File: src/rtl/hamming_secded_decoder.sv
// Pipelined extended-Hamming (SECDED) decoder with valid/ready flow control.
// Stage 1 registers the received codeword, stage 2 registers the decode
// result. Corrected / uncorrectable words are tallied in saturating counters.
module hamming_secded_decoder #(
  parameter  int DATA_W = 4,
  parameter  int CNT_W  = 8,
  // Check-bit count: smallest r with 2^r >= DATA_W + r + 1.
  localparam int R      = $clog2(DATA_W + $clog2(DATA_W + 1) + 1),
  localparam int N      = DATA_W + R + 1
) (
  input  logic              clk,
  input  logic              rst,
  input  logic              in_valid,
  output logic              in_ready,
  input  logic [N-1:0]      in_codeword,
  input  logic              correct_en,
  output logic              out_valid,
  input  logic              out_ready,
  output logic [DATA_W-1:0] out_data,
  output logic [R-1:0]      out_syndrome,
  output logic              out_corrected,
  output logic              out_uncorrectable,
  input  logic              clear_counts,
  output logic [CNT_W-1:0]  corr_count,
  output logic [CNT_W-1:0]  uncorr_count
);

  // Hamming position of data bit k: the k-th non-power-of-two index >= 1.
  function automatic int data_pos(input int k);
    int seen;
    int pos;
    seen = 0;
    pos  = 0;
    for (int i = 1; i < 2 * (DATA_W + R + 1); i++) begin
      if ((i & (i - 1)) != 0) begin
        if (seen == k) begin
          pos = i;
          break;
        end
        seen++;
      end
    end
    return pos;
  endfunction

  // Counter increment that sticks at all-ones instead of wrapping.
  function automatic logic [CNT_W-1:0] sat_inc(input logic [CNT_W-1:0] c);
    return (&c) ? c : c + 1'b1;
  endfunction

  logic              vld_p1;
  logic [N-1:0]      cw_p1;
  logic              cen_p1;

  logic              vld_p2;
  logic [DATA_W-1:0] data_p2;
  logic [R-1:0]      syn_p2;
  logic              corr_p2;
  logic              uncorr_p2;

  logic [CNT_W-1:0]  corr_cnt;
  logic [CNT_W-1:0]  uncorr_cnt;

  logic              s1_load;
  logic              s2_load;

  logic [R-1:0]      syn_c;
  logic              par_c;
  logic              single_pos_c;
  logic              corr_c;
  logic              uncorr_c;
  logic [N-1:0]      cw_fix_c;
  logic [DATA_W-1:0] data_c;

  // A stage may load when it is empty or its content moves on this cycle.
  assign s2_load  = !vld_p2 || out_ready;
  assign s1_load  = !vld_p1 || s2_load;
  assign in_ready = s1_load;

  // ---- stage 1: capture codeword and correction mode ----
  // Stage-1 valid flag advances whenever the stage can load.
  always_ff @(posedge clk or posedge rst) begin
    if (rst) begin
      vld_p1 <= 1'b0;
    end else if (s1_load) begin
      vld_p1 <= in_valid;
    end
  end

  // Stage-1 payload only changes on an accepted input word.
  always_ff @(posedge clk) begin
    if (s1_load && in_valid) begin
      cw_p1  <= in_codeword;
      cen_p1 <= correct_en;
    end
  end

  // Syndrome, overall parity, error classification and optional repair.
  always_comb begin
    syn_c = '0;
    for (int i = 1; i < N; i++) begin
      if (cw_p1[i]) syn_c = syn_c ^ R'(i);
    end
    par_c        = ^cw_p1;
    single_pos_c = (syn_c != '0) && (int'(syn_c) <= N - 1);
    corr_c       = par_c && ((syn_c == '0) || single_pos_c);
    uncorr_c     = (syn_c != '0) && !(par_c && single_pos_c);
    cw_fix_c     = cw_p1;
    if (par_c && single_pos_c && cen_p1) begin
      cw_fix_c = cw_p1 ^ (N'(1) << syn_c);
    end
  end

  for (genvar k = 0; k < DATA_W; k++) begin : g_extract
    localparam int P = data_pos(k);
    assign data_c[k] = cw_fix_c[P];
  end

  // ---- stage 2: capture decode result ----
  // Result register; holds while the consumer stalls.
  always_ff @(posedge clk or posedge rst) begin
    if (rst) begin
      vld_p2    <= 1'b0;
      data_p2   <= '0;
      syn_p2    <= '0;
      corr_p2   <= 1'b0;
      uncorr_p2 <= 1'b0;
    end else if (s2_load) begin
      vld_p2 <= vld_p1;
      if (vld_p1) begin
        data_p2   <= data_c;
        syn_p2    <= syn_c;
        corr_p2   <= corr_c;
        uncorr_p2 <= uncorr_c;
      end
    end
  end

  // Error statistics, counted on output handshake; clear wins.
  always_ff @(posedge clk or posedge rst) begin
    if (rst) begin
      corr_cnt   <= '0;
      uncorr_cnt <= '0;
    end else if (clear_counts) begin
      corr_cnt   <= '0;
      uncorr_cnt <= '0;
    end else if (vld_p2 && out_ready) begin
      if (corr_p2)   corr_cnt   <= sat_inc(corr_cnt);
      if (uncorr_p2) uncorr_cnt <= sat_inc(uncorr_cnt);
    end
  end

  assign out_valid         = vld_p2;
  assign out_data          = data_p2;
  assign out_syndrome      = syn_p2;
  assign out_corrected     = corr_p2;
  assign out_uncorrectable = uncorr_p2;
  assign corr_count        = corr_cnt;
  assign uncorr_count      = uncorr_cnt;

endmodule

File: config.mk
export PLATFORM = sky130hd
export DESIGN_NAME = hamming_secded_decoder
export DESIGN_NICKNAME = d
export VERILOG_FILES = /design/src/rtl/hamming_secded_decoder.sv
export SDC_FILE = /design/constraint.sdc
export NUM_CORES = 1
export LEC_CHECK = 0
export BUFFER_PORTS_ARGS = -buffer_cell sky130_fd_sc_hd__buf_4
export CORE_ASPECT_RATIO = 1.4
export CORE_MARGIN = 3
export CORE_UTILIZATION = 45
export CTS_BUF_LIST = sky130_fd_sc_hd__clkbuf_4
export DETAILED_ROUTE_END_ITERATION = 8
export PLACE_DENSITY = 0.69
export SLEW_MARGIN = 20
export SYNTH_ARGS = -nofsm -noshare
export SYNTH_HDL_FRONTEND = slang
export SYNTH_SLANG_ARGS = --single-unit
export TNS_END_PERCENT = 20
File: constraint.sdc
create_clock -name clk -period 3.8 [get_ports clk]
set_input_delay 0.57 -clock clk [delete_from_list [all_inputs] [get_ports clk]]
set_output_delay 0.57 -clock clk [all_outputs]
set_load 0.05 [all_outputs]
==> results of run 1 <==
-- registers in the layout, summed over array words and instances, names as in the netlist --
signal and count:
out_uncorrectable 1, vld_p1 1, corr_count 8, out_syndrome 3, cen_p1 1, cw_p1 8, out_data 4, out_valid 1
uncorr_count 8, out_corrected 1
-- layout make-up --
type                    instances  area [um2]  area share (%)
clock buffers                   7       52.55           2.482
clock inverters                 1       5.005          0.2364
inverters                       3       11.26          0.5319
multi-input cells             114       749.5           35.40
flip-flops and latches         36       945.9           44.68
well taps                      42       52.55           2.482
repair buffers                 40       300.3           14.18
-- power by group --
group	total, mW	switching (mW)	internal [mW]
logic	0.303	0.206	0.0967
registers	0.468	0.0323	0.435
clock network	0.206	0.120	0.0863
-- worst max-delay path: cells and delay by family (launching register included) --
kind | cells | cell delay [ns]
AO/OA/AOI/OAI | 1 | 0.21
XOR/XNOR | 2 | 0.67
flip-flops | 1 | 0.49
AND/OR/NAND/NOR | 2 | 0.58
-- cell families (layout without fill, tap and decap cells) --
family          after synthesis  after routing  share of synthesized area, %
simple gates                 61             61                         17.37
flops                        36             36                         54.94
xor+xnor                     25             25                         14.90
compound gates               22             22                         7.485
buf+inv                       7             51                         1.526
mux                           4              4                         2.326
fa+ha+maj                     2              2                         1.453
-- worst min-delay path by stage --
| stage | startpoint | to | depth (start not counted) |
|---|---|---|---|
| floorplan | vld_p1 | out_valid | 1 |
| global placement | out_syndrome[2] | out_syndrome[2] | 2 |
| detailed placement | out_syndrome[2] | out_syndrome[2] | 2 |
| CTS | in_codeword[5] | cw_p1[5] | 1 |
| global route | in_codeword[5] | cw_p1[5] | 1 |
| finish | in_codeword[4] | cw_p1[4] | 1 |
-- synth_stat cells (all sizes together) --
library cell	instances
nand3b	1
xor2	7
dfrtp	27
edfxtp	9
nand2	13
or3	4
clkbuf	2
and2	2
nand4	4
ha	2
nor3	6
mux2i	4
inv	3
xnor2	18
nand3	8
o31ai	3
a31oi	3
nand2b	3
buf	2
o21ai	9
a21oi	5
nor2	17
o2111ai	2
or4	3
-- through the flow --
stage,total power [mW],setup WS (ns),hold WS (ns),cells
final,0.9770,1.771,0.3966,243
after global routing,1.031,1.637,0.3575,243
after CTS,0.9889,1.818,0.3784,243
after detailed placement,0.7825,1.833,0.4740,235
after global placement,0.7744,1.923,0.4666,235
after floorplan,0.6889,1.758,0.4708,157
-- per-layer routing --
metal	share of wire [%]	global-route usage, %
met5	0	0
met4	1.7	6.961
met3	5.6	4.878
met2	52	27.07
met1	41	18.07
==> impl_metrics.ini, run 1 <==
[final_layout]
nFillCells = 313
fin_area_mm2 = 0.002117
n_antenna_cell = 0
syn2layout_area_growth_pct = 22.97
fin_nets = 216
final_common_cell = buf_4
drive_gt1_share_pct = 26.87
layout_common_cells = buf_4 (40), dfrtp_1 (27), nor2_1 (17), xnor2_1 (14), nand2_1 (13)
utilization_pct = 57.59

[floorplanning]
core_mm2 = 0.003676
num_io_pins = 41
start_util_pct = 46.83
die_w_um = 58.28
die_h_um = 79.19
placementRows = 26
die_area_mm2 = 0.004615

[critical_path]
cp_data_arrival_time_ns = 2.29
cpPeakStageDelay_ns = 0.49
worstSetupStartpoint = cw_p1[5]
crit_required_ns = 4.06
ff2ff_path_depth = 5
r2r-end = out_data[1]
critPathMaxFanout = 7
end_kind = register
slowest_stage = edfxtp_1
cp-start-kind = register
crit_end = out_data[1]
ff2ff_setup_slack_ns = 1.77
r2r-start = cw_p1[5]
cp_cell_sequence = xnor2_2 -> xor2_2 -> nand3_2 -> or4_1 -> a31oi_1
criticalPathCategory = reg2reg

[clock_network]
path_clk_slew_ns = 0.10
tritoncts = done
clkSinkCount = 36
cts_hold_buf = 0
cts_buffers = 5
ctsResizeCount = 0
htreeDepth = 2
clockBufferDepth = 2
root_buffer = clkbuf_4
clk_latency_ns = 0.34
post_cts_buffers = 0

[grt]
antenna_found_initial = 0
gr-total-overflow = 0
grt_max_degree = 28
grt.total_usage_pct = 15.96
grt_pass1_wl_um = 5575
grt_pass1_vias = 1253

[pwr]
power.density_mw_per_mm2 = 461.5
p_leak_nw = 0.9180
vdd_drop_max_mv = 0.3227

[detailed_routing]
vias_per_cell = 5.387
drt_iter0_drc = 69
drt-total-wl_um = 3315
wl_per_cell_um = 13.64
ant_nets = 0
drt-pass1-iter-count = 5
drcViolationCount = 0
via_count = 1309

[sta]
period_needed_ns = 2.029
tns_ns = 0
finClkSkew_ns = 0.01503
finalMaxSlewViolations = 0
tightestPinTransition_ns = 0.9968
setup_violations = 0
timing.final.crit_share_pct = 53.39
rsz0062_at_grt = false
hold_viol_final = 0
fmax_mhz = 492.9
relSlewSlack_pct = 33.47

[yosys]
synth.top_cell.area_share_pct = 39.24
syn-num-nets = 173
synth.avg_cell_area_um2 = 10.97
synth_seq_area_share_pct = 54.94
netlist_instances = 157
synth_top_area_cell = dfrtp_1
yosysWarningCount = 0
synth_cell_types = 27
syn_area_mm2 = 0.001722
synth-seq-cells = 36
synthTopCellsByArea = dfrtp_1 (39%), edfxtp_1 (16%), xnor2_1 (7.1%)

[min_path]
worstHoldPathType = in2reg

[job]
cap_violations = 0

[placed_design]
place.gp.congestion = 0.8285
hpwlAfterDp_um = 2565
place_area_mm2 = 0.002059
io_buffers = 40

[run_status]
status = finished clean
Note: power is estimated with default switching activity, not from simulation.
==> run 2: changes to the inputs <==
==> constraint.sdc (replaced) <==
create_clock -name clk -period 2.12 [get_ports clk]
set_input_delay 0.318 -clock clk [delete_from_list [all_inputs] [get_ports clk]]
set_output_delay 0.318 -clock clk [all_outputs]
set_load 0.05 [all_outputs]
==> run 2 against run 1 <==
Against the previous run:
- critical path depth unchanged
- routed wire length down 4.1%
- clock-buffer cell count stayed put
- global-route usage down 0.45 points
- worst hold slack worse by 0.36 ns
- final area rose by 0.35%
- sequential cell count did not move
- die area did not move
- combinational power rose by 80%
- first-iteration DRC count fell by 29%
- clock skew shrank 0.0062 ns
- final cell count is 0.41% higher
- largest power group unchanged
==> impl_metrics.ini, run 2 (same netlist as run 1, synthesis figures left out) <==
[final_layout]
final_common_cell = buf_4
syn2layout_area_growth_pct = 23.40
n_antenna_cell = 0
fin_area_mm2 = 0.002125
drive_gt1_share_pct = 27.23
fin_nets = 217
nFillCells = 327
layout_common_cells = buf_4 (41), dfrtp_1 (27), nor2_1 (17), xnor2_1 (14), nand2_1 (13)

[placed_design]
place.gp.congestion = 0.8138
io_buffers = 40
place_area_mm2 = 0.002067
hpwlAfterDp_um = 2505

[critical_path]
ff2ff_path_depth = 5
ff2ff_setup_slack_ns = 0.15
cp-start-kind = register
criticalPathCategory = reg2reg
end_kind = register
critPathMaxFanout = 7
cp_data_arrival_time_ns = 2.22
crit_required_ns = 2.37
r2r-start = cw_p1[5]
r2r-end = out_data[2]

[grt]
grt_pass1_vias = 1265
gr-total-overflow = 0
grt_max_degree = 28
antenna_found_initial = 0
grt_pass1_wl_um = 5437
grt.total_usage_pct = 15.51

[detailed_routing]
drt_iter0_drc = 49
via_count = 1305
vias_per_cell = 5.348
met3_length_um = 188
ant_nets = 0
wl_met2_um = 1720
wl_met1_um = 1230
drcViolationCount = 0
wl_per_cell_um = 13.03
dr.max_layer_used = met4
drt-pass1-iter-count = 4
drt-total-wl_um = 3180

[sta]
setup_violations = 0
timing.final.crit_share_pct = 92.89
hold_viol_final = 0
period_needed_ns = 1.969
tightestPinTransition_ns = 0.7723
rsz0062_at_grt = false
finClkSkew_ns = 0.008876
timing.hold.ws_ns = 0.03431
relSlewSlack_pct = 48.46
tns_ns = 0
finalMaxSlewViolations = 0
fmax_mhz = 507.8

[clock_network]
root_buffer = clkbuf_4
clockBufferDepth = 2
cts_hold_buf = 0
cts_buffers = 5
path_clk_slew_ns = 0.10
htreeDepth = 2
ctsResizeCount = 0
post_cts_buffers = 0
tritoncts = done
clkSinkCount = 36
clk_latency_ns = 0.33

[floorplanning]
num_io_pins = 41
die_w_um = 58.28
start_util_pct = 46.83
die_area_mm2 = 0.004615
core_mm2 = 0.003676
die_h_um = 79.19
placementRows = 26

[pwr]
vdd_drop_max_mv = 0.5470
p_switching_uw = 631.7
comb_power_share_pct = 31.3
power.internal_mw = 1.110
p_leak_nw = 0.9228
power.density_mw_per_mm2 = 819.8
netSwitchingFraction_pct = 36.27
seqPwrFrac_pct = 48.1
clkPwrFrac_pct = 20.7

[job]
cap_violations = 0

[min_path]
worstHoldPathType = in2async

[run_status]
status = finished clean
==> run 2: critical path: stages, from the launching register on <==
cell and delay [ns]:
edfxtp_1 0.49, xnor2_2 0.33, xor2_2 0.33, nand3_2 0.15, or4_1 0.41, a31oi_1 0.17
==> run 2: layer usage <==
layer | vias up | global-route usage [%]
met5 | - | 0
met4 | 0 | 6.729
met3 | 4 | 5.528
met2 | 37 | 26.40
met1 | 629 | 16.98
li1 | 635 | -
==> run 2: worst max path at each step <==
stage	cells past startpoint	end	slack, ns	startpoint
2_1_floorplan	6	uncorr_count[5]	0.08	uncorr_count[0]
3_3_place_gp	5	out_data[0]	0.24	cw_p1[3]
3_5_place_dp	5	out_data[2]	0.15	cw_p1[5]
4_1_cts	5	out_data[2]	0.15	cw_p1[5]
5_1_grt	6	corr_count[2]	0.04	corr_count[0]
6_report	5	out_data[2]	0.15	cw_p1[5]
==> run 2: per-stage QoR <==
stage / utilization (%) / power (mW) / setup WS (ns) / instances
after floorplan: - / 1.235 / 0.07840 / 157
after global placement: 56.23 / 1.389 / 0.2419 / 236
after detailed placement: 56.23 / 1.404 / 0.1520 / 236
after CTS: 57.79 / 1.771 / 0.1499 / 244
after global routing: 57.79 / 1.847 / 0.03782 / 244
final: 57.79 / 1.742 / 0.1508 / 244
==> run 2: power by group through the flow <==
| stage | Combinational (mW) | Clock, mW | Sequential, mW |
|---|---|---|---|
| global route | 0.586 | 0.414 | 0.848 |
| floorplan | 0.200 | 0 | 1.03 |
| finish | 0.544 | 0.360 | 0.837 |
| detailed placement | 0.551 | 0 | 0.853 |
| global placement | 0.540 | 0 | 0.849 |
| CTS | 0.552 | 0.381 | 0.838 |
==> run 2: area by class of cell <==
type                            count  area, um2  area share (%)
Tap cell                           42      52.55           2.473
Sequential cell                    36      945.9           44.52
Clock buffer                        7      52.55           2.473
Multi-Input combinational cell    114      749.5           35.28
Clock inverter                      1      5.005          0.2356
Inverter                            3      11.26          0.5300
Timing Repair Buffer               41      307.8           14.49
